$ cat src/rtl/uart_rxd.sv
// 8N1 UART receiver: 2-flop synchronized line, mid-bit sampling FSM,
// small receive FIFO with sticky framing and overrun flags.
module uart_rxd #(
  parameter int BIT_CLKS  = 208,
  parameter int FIFO_LOG2 = 2
) (
  input  logic                 clk,
  input  logic                 reset,
  input  logic                 rxd,
  input  logic                 rd,
  input  logic                 clr,
  output logic [7:0]           q,
  output logic                 ready,
  output logic [FIFO_LOG2:0]   count,
  output logic                 ferr,
  output logic                 ovr
);

  localparam int CW    = $clog2(BIT_CLKS);
  localparam int DEPTH = 1 << FIFO_LOG2;

  localparam logic [CW-1:0]      HALF_LOAD = CW'(BIT_CLKS / 2 - 1);
  localparam logic [CW-1:0]      FULL_LOAD = CW'(BIT_CLKS - 1);
  localparam logic [FIFO_LOG2:0] DEPTH_CNT = {1'b1, {FIFO_LOG2{1'b0}}};

  typedef enum logic [1:0] {IDLE, START, DATA, STOP} state_t;

  // Synchronizer and edge history; all reset high so a released reset
  // never looks like a fresh start bit on an idle line.
  logic sync_0, s, s_d;

  always_ff @(posedge clk) begin
    if (reset) begin
      sync_0 <= 1'b1;
      s      <= 1'b1;
      s_d    <= 1'b1;
    end else begin
      // NOTE: non-blocking assignments make each flop sample the previous
      // stage's old value, giving a true shift chain rather than a wire.
      sync_0 <= rxd;
      s      <= sync_0;
      s_d    <= s;
    end
  end

  state_t        state, state_nxt;
  logic [CW-1:0] cnt, cnt_nxt;
  logic [2:0]    idx, idx_nxt;
  logic [7:0]    shift, shift_nxt;
  logic          push, frame_err;

  always_ff @(posedge clk) begin
    if (reset) begin
      state <= IDLE;
      cnt   <= '0;
      idx   <= '0;
      shift <= '0;
    end else begin
      state <= state_nxt;
      cnt   <= cnt_nxt;
      idx   <= idx_nxt;
      shift <= shift_nxt;
    end
  end

  always_comb begin
    // NOTE: every output gets a default first so no path leaves it
    // unassigned, which would otherwise infer a latch.
    state_nxt = state;
    cnt_nxt   = cnt;
    idx_nxt   = idx;
    shift_nxt = shift;
    push      = 1'b0;
    frame_err = 1'b0;
    unique case (state)
      IDLE: begin
        // Edge-triggered start: a line parked low never retriggers.
        if (s_d && !s) begin
          state_nxt = START;
          cnt_nxt   = HALF_LOAD;
        end
      end
      START: begin
        if (cnt == '0) begin
          if (s) begin
            state_nxt = IDLE;
          end else begin
            state_nxt = DATA;
            cnt_nxt   = FULL_LOAD;
            idx_nxt   = '0;
          end
        end else begin
          cnt_nxt = cnt - 1'b1;
        end
      end
      DATA: begin
        if (cnt == '0) begin
          shift_nxt[idx] = s;
          cnt_nxt        = FULL_LOAD;
          idx_nxt        = idx + 3'd1;
          if (idx == 3'd7) state_nxt = STOP;
        end else begin
          cnt_nxt = cnt - 1'b1;
        end
      end
      STOP: begin
        if (cnt == '0) begin
          state_nxt = IDLE;
          if (s) push      = 1'b1;
          else   frame_err = 1'b1;
        end else begin
          cnt_nxt = cnt - 1'b1;
        end
      end
      default: state_nxt = IDLE;
    endcase
  end

  // Receive FIFO. When full, a push that coincides with a pop reuses the
  // slot being vacated (tail == head), so contents stay ordered.
  logic [7:0]           mem [DEPTH];
  logic [FIFO_LOG2-1:0] head, tail;
  logic                 pop, full, wr_en, ovr_set;

  assign ready   = (count != '0);
  assign full    = (count == DEPTH_CNT);
  assign pop     = rd && ready;
  assign wr_en   = push && (!full || pop);
  assign ovr_set = push && full && !pop;
  assign q       = mem[head];

  // NOTE: the storage array is deliberately left out of reset; pointers and
  // count define validity, and unreset arrays map onto plain register files.
  always_ff @(posedge clk) begin
    if (wr_en) mem[tail] <= shift;
  end

  always_ff @(posedge clk) begin
    if (reset) begin
      head  <= '0;
      tail  <= '0;
      count <= '0;
      ferr  <= 1'b0;
      ovr   <= 1'b0;
    end else begin
      if (wr_en) tail <= tail + 1'b1;
      if (pop)   head <= head + 1'b1;
      unique case ({wr_en, pop})
        2'b10:   count <= count + 1'b1;
        2'b01:   count <= count - 1'b1;
        default: count <= count;
      endcase
      // Setting events take priority over a coincident clear.
      if (frame_err) ferr <= 1'b1;
      else if (clr)  ferr <= 1'b0;
      if (ovr_set)   ovr <= 1'b1;
      else if (clr)  ovr <= 1'b0;
    end
  end

endmodule

$ cat config.mk
export PLATFORM = sky130hd
export DESIGN_NAME = uart_rxd
export DESIGN_NICKNAME = d
export VERILOG_FILES = /design/src/rtl/uart_rxd.sv
export SDC_FILE = /design/constraint.sdc
export NUM_CORES = 1
export LEC_CHECK = 0
export ABC_AREA = 1
export BUFFER_PORTS_ARGS = -buffer_cell sky130_fd_sc_hd__clkbuf_2
export CAP_MARGIN = 20
export CORE_MARGIN = 2
export CORE_UTILIZATION = 48
export CTS_CLUSTER_DIAMETER = 60
export CTS_CLUSTER_SIZE = 20
export DETAILED_ROUTE_END_ITERATION = 8
export GPL_TIMING_DRIVEN = 1
export PLACE_DENSITY = 0.65
export SLEW_MARGIN = 20
export SYNTH_ARGS = -nofsm -noshare
export SYNTH_HDL_FRONTEND = slang
export SYNTH_SLANG_ARGS = --single-unit
$ cat constraint.sdc
create_clock -name clk -period 4.9 [get_ports clk]
set_input_delay 0.245 -clock clk [delete_from_list [all_inputs] [get_ports clk]]
set_output_delay 0.245 -clock clk [all_outputs]
set_load 0.01 [all_outputs]
# Word level (Yosys, flattened, before mapping)
# Memory sizes are Yosys's and may differ from the RTL's. A register that Yosys moved wholly into a read port is not among the register bits.
# Index checks and enable logic that the tools add are counted.
# Widths: inputs -> output; s select.
# totals
register_bits,33
latch_bits,0
mem_bits_rw,32
romBits,0
inputBits,5
out_inout_bits,14
wordCells,91
mem_count,1
# op_classes
add_sub_neg,6
mul,0
div_mod_pow,0
order_cmp,2
eq_ne,15
shifts,0
mux,34
n_bitwise,0
n_reduce_logical,21
# mem_list
memory,depth,width,read_ports,rd_clocked_by_memory_dff,wr,line_no,rtl
mem,4,8,1,1,1,121,logic [7:0] mem [DEPTH];
# op_table
op,count
$mux 8,5
$pmux 8 s4,1
$mux 2,8
$ne 2x2->1 const B,7
$mux 1,12
$pmux 3 s2,2
$mux 3,3
$bwmux 8,1
$logic_not 8->1,1
$pmux 2 s4,1
$reduce_bool 2->1,4
$sub 8x1->8 const B,1
$add 3x1->3 const B,2
$eq 2x2->1 const B,3
$eq 3x3->1 const B,2
$logic_and 1x1->1,6
$reduce_and 5->1,1
$add 2x1->2 const B,2
$eq 2x1->1 const B,2
$lt 3x4->1 const B,1
$reduce_and 4->1,1
$demux 1 s3,1
$ge 3x1->1 const B,1
$logic_not 1->1,3
other kinds (7),7

# Logic depth before layout (Yosys ltp)
# Gate-level depths: netlist (run 1).
# logic_depth
depth_word,6
mapped_depth,13

# Worst setup path after synthesis (run 1)
# No wires, ideal clock.
# synth_timing
kind,reg-to-reg
start,register cnt[0]
end,register count[2]
setup_ns,0.115
t_arrival_ns,1.721
path_slack_ns,3.064
path_stages_with_launch,13
path_buffers,0
synth_period_minus_slack_ns,1.836
cell_sequence,dfxtp_1 inv_1 ha_1 nand2_2 nor2_8 nand2_1 nand2_1 inv_1 fa_1 inv_1 nand2_1 a21oi_1 nor2_1
# synth_between
elab_chain_len,6
# synth_rtl
item,line_no,rtl
from (decl),47,"logic [CW-1:0] cnt, cnt_nxt;"
from (signal assigned),60,cnt <= cnt_nxt;
$logic_not 8->1 *,107,if (cnt == '0) begin
$mux 1 *,107,
$mux 1 *,75,unique case (state)
$logic_and 1x1->1 *,128,assign wr_en = push && (!full || pop);
$eq 2x1->1 / $eq 2x2->1 (equally long branches),148,"unique case ({wr_en, pop})"
$pmux 3 s2 / $reduce_bool 2->1 (equally long branches),-,
to (signal assigned),149,2'b10: count <= count + 1'b1;
to (signal assigned),150,2'b01: count <= count - 1'b1;
to (signal assigned),151,default: count <= count;
to (decl),14,"output logic [FIFO_LOG2:0] count,"
# Mark *: on every way between the ends. The rest lies on a longest branch, timed or not.
# A chain may end at the register's enable or synchronous reset.

# Final worst setup path (run 1)
# layout_timing
start,register cnt[0]
end,memory mem[3][7] (enable)
# layout_between
elab_chain_len,6
# layout_rtl
item,line_no,rtl
$logic_not 8->1,107,
$mux 1,107,
$mux 1,75,
$logic_and 1x1->1,128,
$mux 1,135,if (wr_en) mem[tail] <= shift;
$mux 1 (implied by the code),135,
to (decl),121,
# Every way passes these cells.

==> impl_metrics.ini, run 1 <==
[worst_setup_path]
worstReg2RegStart = cnt[0]
endpoint_kind = register
slowest_stage = nor2_1
max_stage_delay_ps = 580
r2r_cells = 6
ff2ff_setup_slack_ps = 2640
worst_ep_required_time_ps = 4880
start_kind = register
crit_type = register to register
critical_path_arrival_ps = 2230
cp_max_fo = 18
crit_path_cell_trace = inv_1 -> ha_1 -> nand2_2 -> nor2_8 -> nand3_1 -> nor2_1
reg2reg_to = mem[3][7]

[place]
hpwl_microns = 4350
dp_slack_ps = 2630
placed_cells = 427
place_congestion = 0.811
numPortBuffers = 18

[route]
drc = 0
routedWlPerCell_microns = 13.7
drt_iter0_drc = 152
ant_nets = 0
viasPerCell = 5.07
drt-total-wl_microns = 6080
vias = 2246
firstDrtPassIters = 5

[timing]
tightest_slew_ps = 638
layout_min_cycle_time_ps = 2260
relSlewSlack_pct = 57.3
rsz0062_at_grt = no
finalCritPeriodShare_pct = 46.0
maxSlewViolCount = 0
setup_viol = 0
fin_ws_ps = 2640
fmax_ghz = 0.443
skew_ps = 7.68
tns_ps = 0
whs_ps = 84.3
hold_viol_final = 0

[clocking]
clock-sinks = 67
holdBufCountCts = 0
tritoncts = yes
cts_resized = 0
clk_latency_ps = 340
post-cts-setup-buffers = 0
htreeDepth = 3
cts-root-buf = clkbuf_8
clkTransAtPathRegs_ps = 80
ctsLongestPathBuffers = 2
cts_buffers = 9

[yosys]
ys_ff_latch = 67
seq_area_frac_synth_pct = 55.0
synth_area_per_cell_sq_um = 8.88
syn_nets = 358
yosysWarnings = 0
syn_inst = 340
yosys.cell_types.count = 28
synth_area_sq_um = 3020

[final_layout]
layoutNonFillerInstCount = 443
register_area_sq_um = 1660
nFillCells = 546
insertedDiodeCount = 0
final_cell_mix = nor2_1, nand2_1, inv_1
multi_input_area_sq_um = 1170
nets = 381
final_common_cell = nor2_1
drive_gt1_share_pct = 12.0
syn_to_final_growth_pct = 12.5

[floorplanning]
coreArea_sq_um = 5990
dieWidth_microns = 83.3
fp.dieArea_sq_um = 6940
die_h_microns = 83.3
fp-row-count = 28
initial_core_util_pct = 50.4
ioPinCount = 19

[global_routing]
grt_usage_pct = 18.8
antenna_found_initial = 0
grt_first_pass_wirelength_microns = 10200
grt_pass1_vias = 2113
gr-total-overflow = 0
grt_start_max_net_pins = 22

[pwr]
vdd_drop_max_mv = 0.373
p_leak_nw = 1.39
powerDensity_nw_per_um2 = 522

[status]
status = complete, no violations

[min_path]
hold_end = sync_0
hp-start = rxd
min_path_type = primary input to register
min_delay_path_depth = 2

[run]
drv_cap = 0
## worst max path at each step
stage                      start         to  slack (ps)  depth (start not counted)
after floorplan           cnt[0]   count[2]        3060                         12
after global placement    cnt[0]  mem[3][6]        2720                          6
after detailed placement  cnt[0]  mem[3][4]        2630                          6
after CTS                 cnt[0]  mem[3][2]        2620                          6
after global routing      cnt[0]  mem[3][2]        2370                          6
final                     cnt[0]  mem[3][7]        2640                          6
## state kept, by name, indices dropped and copies added (netlist names), 2 cells and up, named ones only
register / cells
cnt: 8
shift: 8
idx: 3
mem: 32
count: 3
head: 2
tail: 2
## layer usage
| layer | part of all wire [%] | GRT usage [%] | vias to the layer above |
|---|---|---|---|
| met5 | 0 | 0 | - |
| met4 | 1.1 | 8.05 | 0 |
| met3 | 4.4 | 5.17 | 6 |
| met2 | 46 | 28.7 | 45 |
| met1 | 48 | 25.0 | 1012 |
| li1 | - | - | 1183 |
## critical path, delay by kind of cell, from the launching register on
family | cells | cell delay (ps)
adder cells (fa/ha/maj) | 1 | 230
buffers and inverters | 1 | 80
flip-flops | 1 | 330
AND/OR/NAND/NOR | 4 | 1250
## Yosys cell counts, drive strengths merged
library cell	n	area share, %
or2	2	0.41
a21oi	26	4.3
ha	12	5.0
nand4	6	1.2
xnor2	2	0.58
edfxtp	32	32
nor3	1	0.17
dfxtp	35	23
nand2	52	7.0
fa	1	0.66
o22ai	8	1.7
clkbuf	5	0.62
o21bai	1	0.25
and3	1	0.21
and2	1	0.21
nor2	59	8.0
a32oi	1	0.29
inv	43	5.3
a211oi	1	0.25
o21ai	37	6.1
buf	1	0.37
xor2	1	0.29
nand3	12	2.0
## metrics by stage
stage	instance area (sq um)	util [%]	power (mW)
5_1_grt	3400	56.7	1.91
4_1_cts	3400	56.7	1.78
3_5_place_dp	3170	53.0	1.27
2_1_floorplan	3020	-	1.15
3_3_place_gp	3170	53.0	1.26
6_report	3400	56.7	1.77
## kinds of logic after synthesis
| logic type | count (synthesis) | synth area share, % |
|---|---|---|
| xor gates and xnor gates | 3 | 0.870 |
| DFF | 67 | 55.0 |
| buffers and inverters | 49 | 6.34 |
| and+or+nand+nor | 134 | 19.2 |
| AOI/OAI and AO/OA | 74 | 12.9 |
| adders and majority gates | 13 | 5.64 |
## report_power, final
group | leakage, nW | total [mW] | switching, mW | internal (mW)
clock | 0.114 | 0.511 | 0.221 | 0.291
combinational | 0.687 | 0.578 | 0.379 | 0.199
sequential | 0.589 | 0.684 | 0.0562 | 0.628
total | 1.39 | 1.77 | 0.656 | 1.12
## cell type report
class                   instances  area share [%]
multi-input cells             224            34.3
flip-flops and latches         67            48.9
inverters                      43            4.75
well taps                      75            2.76
clock inverters                 7            2.95
clock buffers                   9            3.65
repair buffers                 18            2.65
No activity file was read; power rests on OpenSTA's default activity.
==> run 2: changes to the inputs <==
ABC_AREA = 0   (was 1)
PLACE_DENSITY = 0.68   (was 0.65)
clock period = 1.9 ns   (was 4.9 ns; I/O delays follow)
==> impl_metrics.ini, run 2 <==
[global_routing]
grtUsageMet2_pct = 31.1
grt_first_pass_wirelength_microns = 10500
antenna_found_initial = 0
busiest_layer = met2
grt_pass1_vias = 2235
grt_start_max_net_pins = 26
gr-total-overflow = 0
met1_usage_pct = 22.9
grt_usage_pct = 18.9
globalRouteMet3Util_pct = 5.80

[worst_setup_path]
crit_type = register to register
start_kind = register
critical_path_arrival_ps = 2220
endpoint_kind = register
worst_ep_required_time_ps = 2120
cp_max_fo = 3

[yosys]
ys.flop_type = dfxtp_1
seq_area_frac_synth_pct = 53.3
yosys.cell_types.count = 53
synthTopCellsByArea = edfxtp_1, dfxtp_1, mux4_2
yosysWarnings = 0
synth_top_area_share_pct = 30.8
synth_area_per_cell_sq_um = 11.9
synth-edff-count = 32
synth_top_cells_by_count = dfxtp_1, edfxtp_1, nor2_1, nand2b_1
synth_area_sq_um = 3120
syn_nets = 280
post-synth-top-count-cell = dfxtp_1
ys_ff_latch = 67
synthArstFlopShare_pct = 0
synth_top_cell_by_area = edfxtp_1
syn_inst = 262

[pwr]
vdd_drop_max_mv = 0.846
comb_power_share_pct = 24.9
swShare_pct = 28.9
p_seq_share_pct = 43.7
p_leak_nw = 1.58
switchingPower_mw = 1.05
powerDensity_nw_per_um2 = 930
total_power_mw = 3.63
p_int_mw = 2.58
power.share.clock_pct = 31.3

[floorplanning]
coreArea_sq_um = 6310
dieWidth_microns = 84.6
fp-row-count = 29
initial_core_util_pct = 49.4
die_h_microns = 84.6
ioPinCount = 19
fp.dieArea_sq_um = 7160

[timing]
maxSlewViolCount = 0
setup_viol = 35
relSlewSlack_pct = 66.7
finalCritPeriodShare_pct = 105
tightest_slew_ps = 493
fin_ws_ps = -98.5
skew_ps = 5.89
layout_min_cycle_time_ps = 2000
fmax_ghz = 0.500
rsz0062_at_grt = yes
hold_viol_final = 0

[route]
drt-total-wl_microns = 6220
firstDrtPassIters = 4
routedWlPerCell_microns = 15.4
viasPerCell = 5.46
drc = 0
ant_nets = 0
vias = 2204
drt_iter0_drc = 62

[clocking]
ctsLongestPathBuffers = 2
tritoncts = yes
htreeDepth = 3
clkTransAtPathRegs_ps = 70
cts_buffers = 9
clk_latency_ps = 340
cts-root-buf = clkbuf_8
clock-sinks = 67

[status]
violations = negative setup slack
status = complete, but fails checks

[final_layout]
nets = 340
syn_to_final_growth_pct = 25.4
regMostFlops = mem
drive_gt1_share_pct = 36.7
layoutNonFillerInstCount = 404
final_common_cell = buf_4
largest_registers = mem: 32 flops, cnt: 8 flops, shift: 8 flops
largest_reg_flops = 32
final_cell_mix = buf_4, edfxtp_1, dfxtp_1
insertedDiodeCount = 0

[place]
hpwl_microns = 4530
placed_cells = 385
place_congestion = 0.814
dp_slack_ps = -131
numPortBuffers = 18

[run]
drv_cap = 0

[min_path]
min_path_type = primary input to register
-- run 2: cell types whose count changed after synthesis, moves of 10 or more --
cell / before / now
inv_1: 42 / 12
nand2b_1: 0 / 16
nand2_1: 48 / 9
o21ai_0: 37 / 4
a21oi_1: 26 / 9
mux2i_1: 0 / 10
nor2_1: 56 / 19
-- run 2: power by group through the flow --
stage	sequential, mW	clock, mW	combinational [mW]
4_1_cts	1.59	1.18	0.865
6_report	1.59	1.14	0.905
5_1_grt	1.60	1.23	0.993
3_3_place_gp	1.62	0	0.847
3_5_place_dp	1.62	0	0.853
2_1_floorplan	1.61	0	0.522
-- run 2: kinds of logic after synthesis --
family	count (synthesis)	synth area share [%]
multiplexers	20	9.71
flip-flops	67	53.3
XOR/XNOR	3	0.843
adder cells (fa/ha/maj)	13	5.46
AO/OA/AOI/OAI	47	11.1
AND/OR/NAND/NOR	88	16.5
buffers and inverters	24	3.13
-- run 2: worst paths after layout --
path | end | slack [ps] | startpoint | cells after the start
min reg2reg | s | 420 | sync_0 | 1
min | ferr | 70 | clr | 4
max | count[2] | -100 | cnt[1] | 8
max reg2reg | count[2] | -100 | cnt[1] | 8
-- run 2: metrics by stage --
step / hold slack [ps] / instance area, sq um / TNS [ps] / utilization (%)
final: 67.7 / 3910 / -2410 / 61.9
after global routing: 98.4 / 3910 / -5080 / 61.9
after CTS: 54.5 / 3840 / -1940 / 60.8
after detailed placement: 286 / 3620 / -3420 / 57.4
after global placement: 281 / 3620 / -2450 / 57.4
after floorplan: 199 / 3190 / -5020 / -
-- run 2: per-layer routing --
| layer | routed length [microns] | share of wire, % | vias up |
|---|---|---|---|
| met2 | 3190 | 51 | 37 |
| met5 | 0 | 0 | - |
| li1 | - | - | 1107 |
| met4 | 106 | 1.7 | 0 |
| met3 | 180 | 2.9 | 10 |
| met1 | 2750 | 44 | 1050 |
-- run 2: cell type report --
| cell class | instances | area (sq um) |
|---|---|---|
| inverter | 12 | 45.0 |
| multi-input combinational | 171 | 1480 |
| sequential | 67 | 1670 |
| tap | 77 | 96.3 |
| clock inverter | 7 | 68.8 |
| fill | 526 | 2400 |
| timing repair buffer | 61 | 427 |
| clock buffer | 9 | 124 |
-- run 2: repair_timing --
action	CTS	global route
resized for setup	6	13
buffers inserted	0	2
hold endpoints to repair	1	0
endpoints found under the setup margin	35	48
pin swaps	6	6
hold buffers	1	0
-- run 2: worst max-delay path, stage by stage (launching register included) --
cell and delay [ps]:
dfxtp_2 320, inv_2 70, ha_4 140, nor4b_4 230, a31oi_2 150, fa_2 380
a311oi_2 190, a31oi_1 70, mux2_1 310
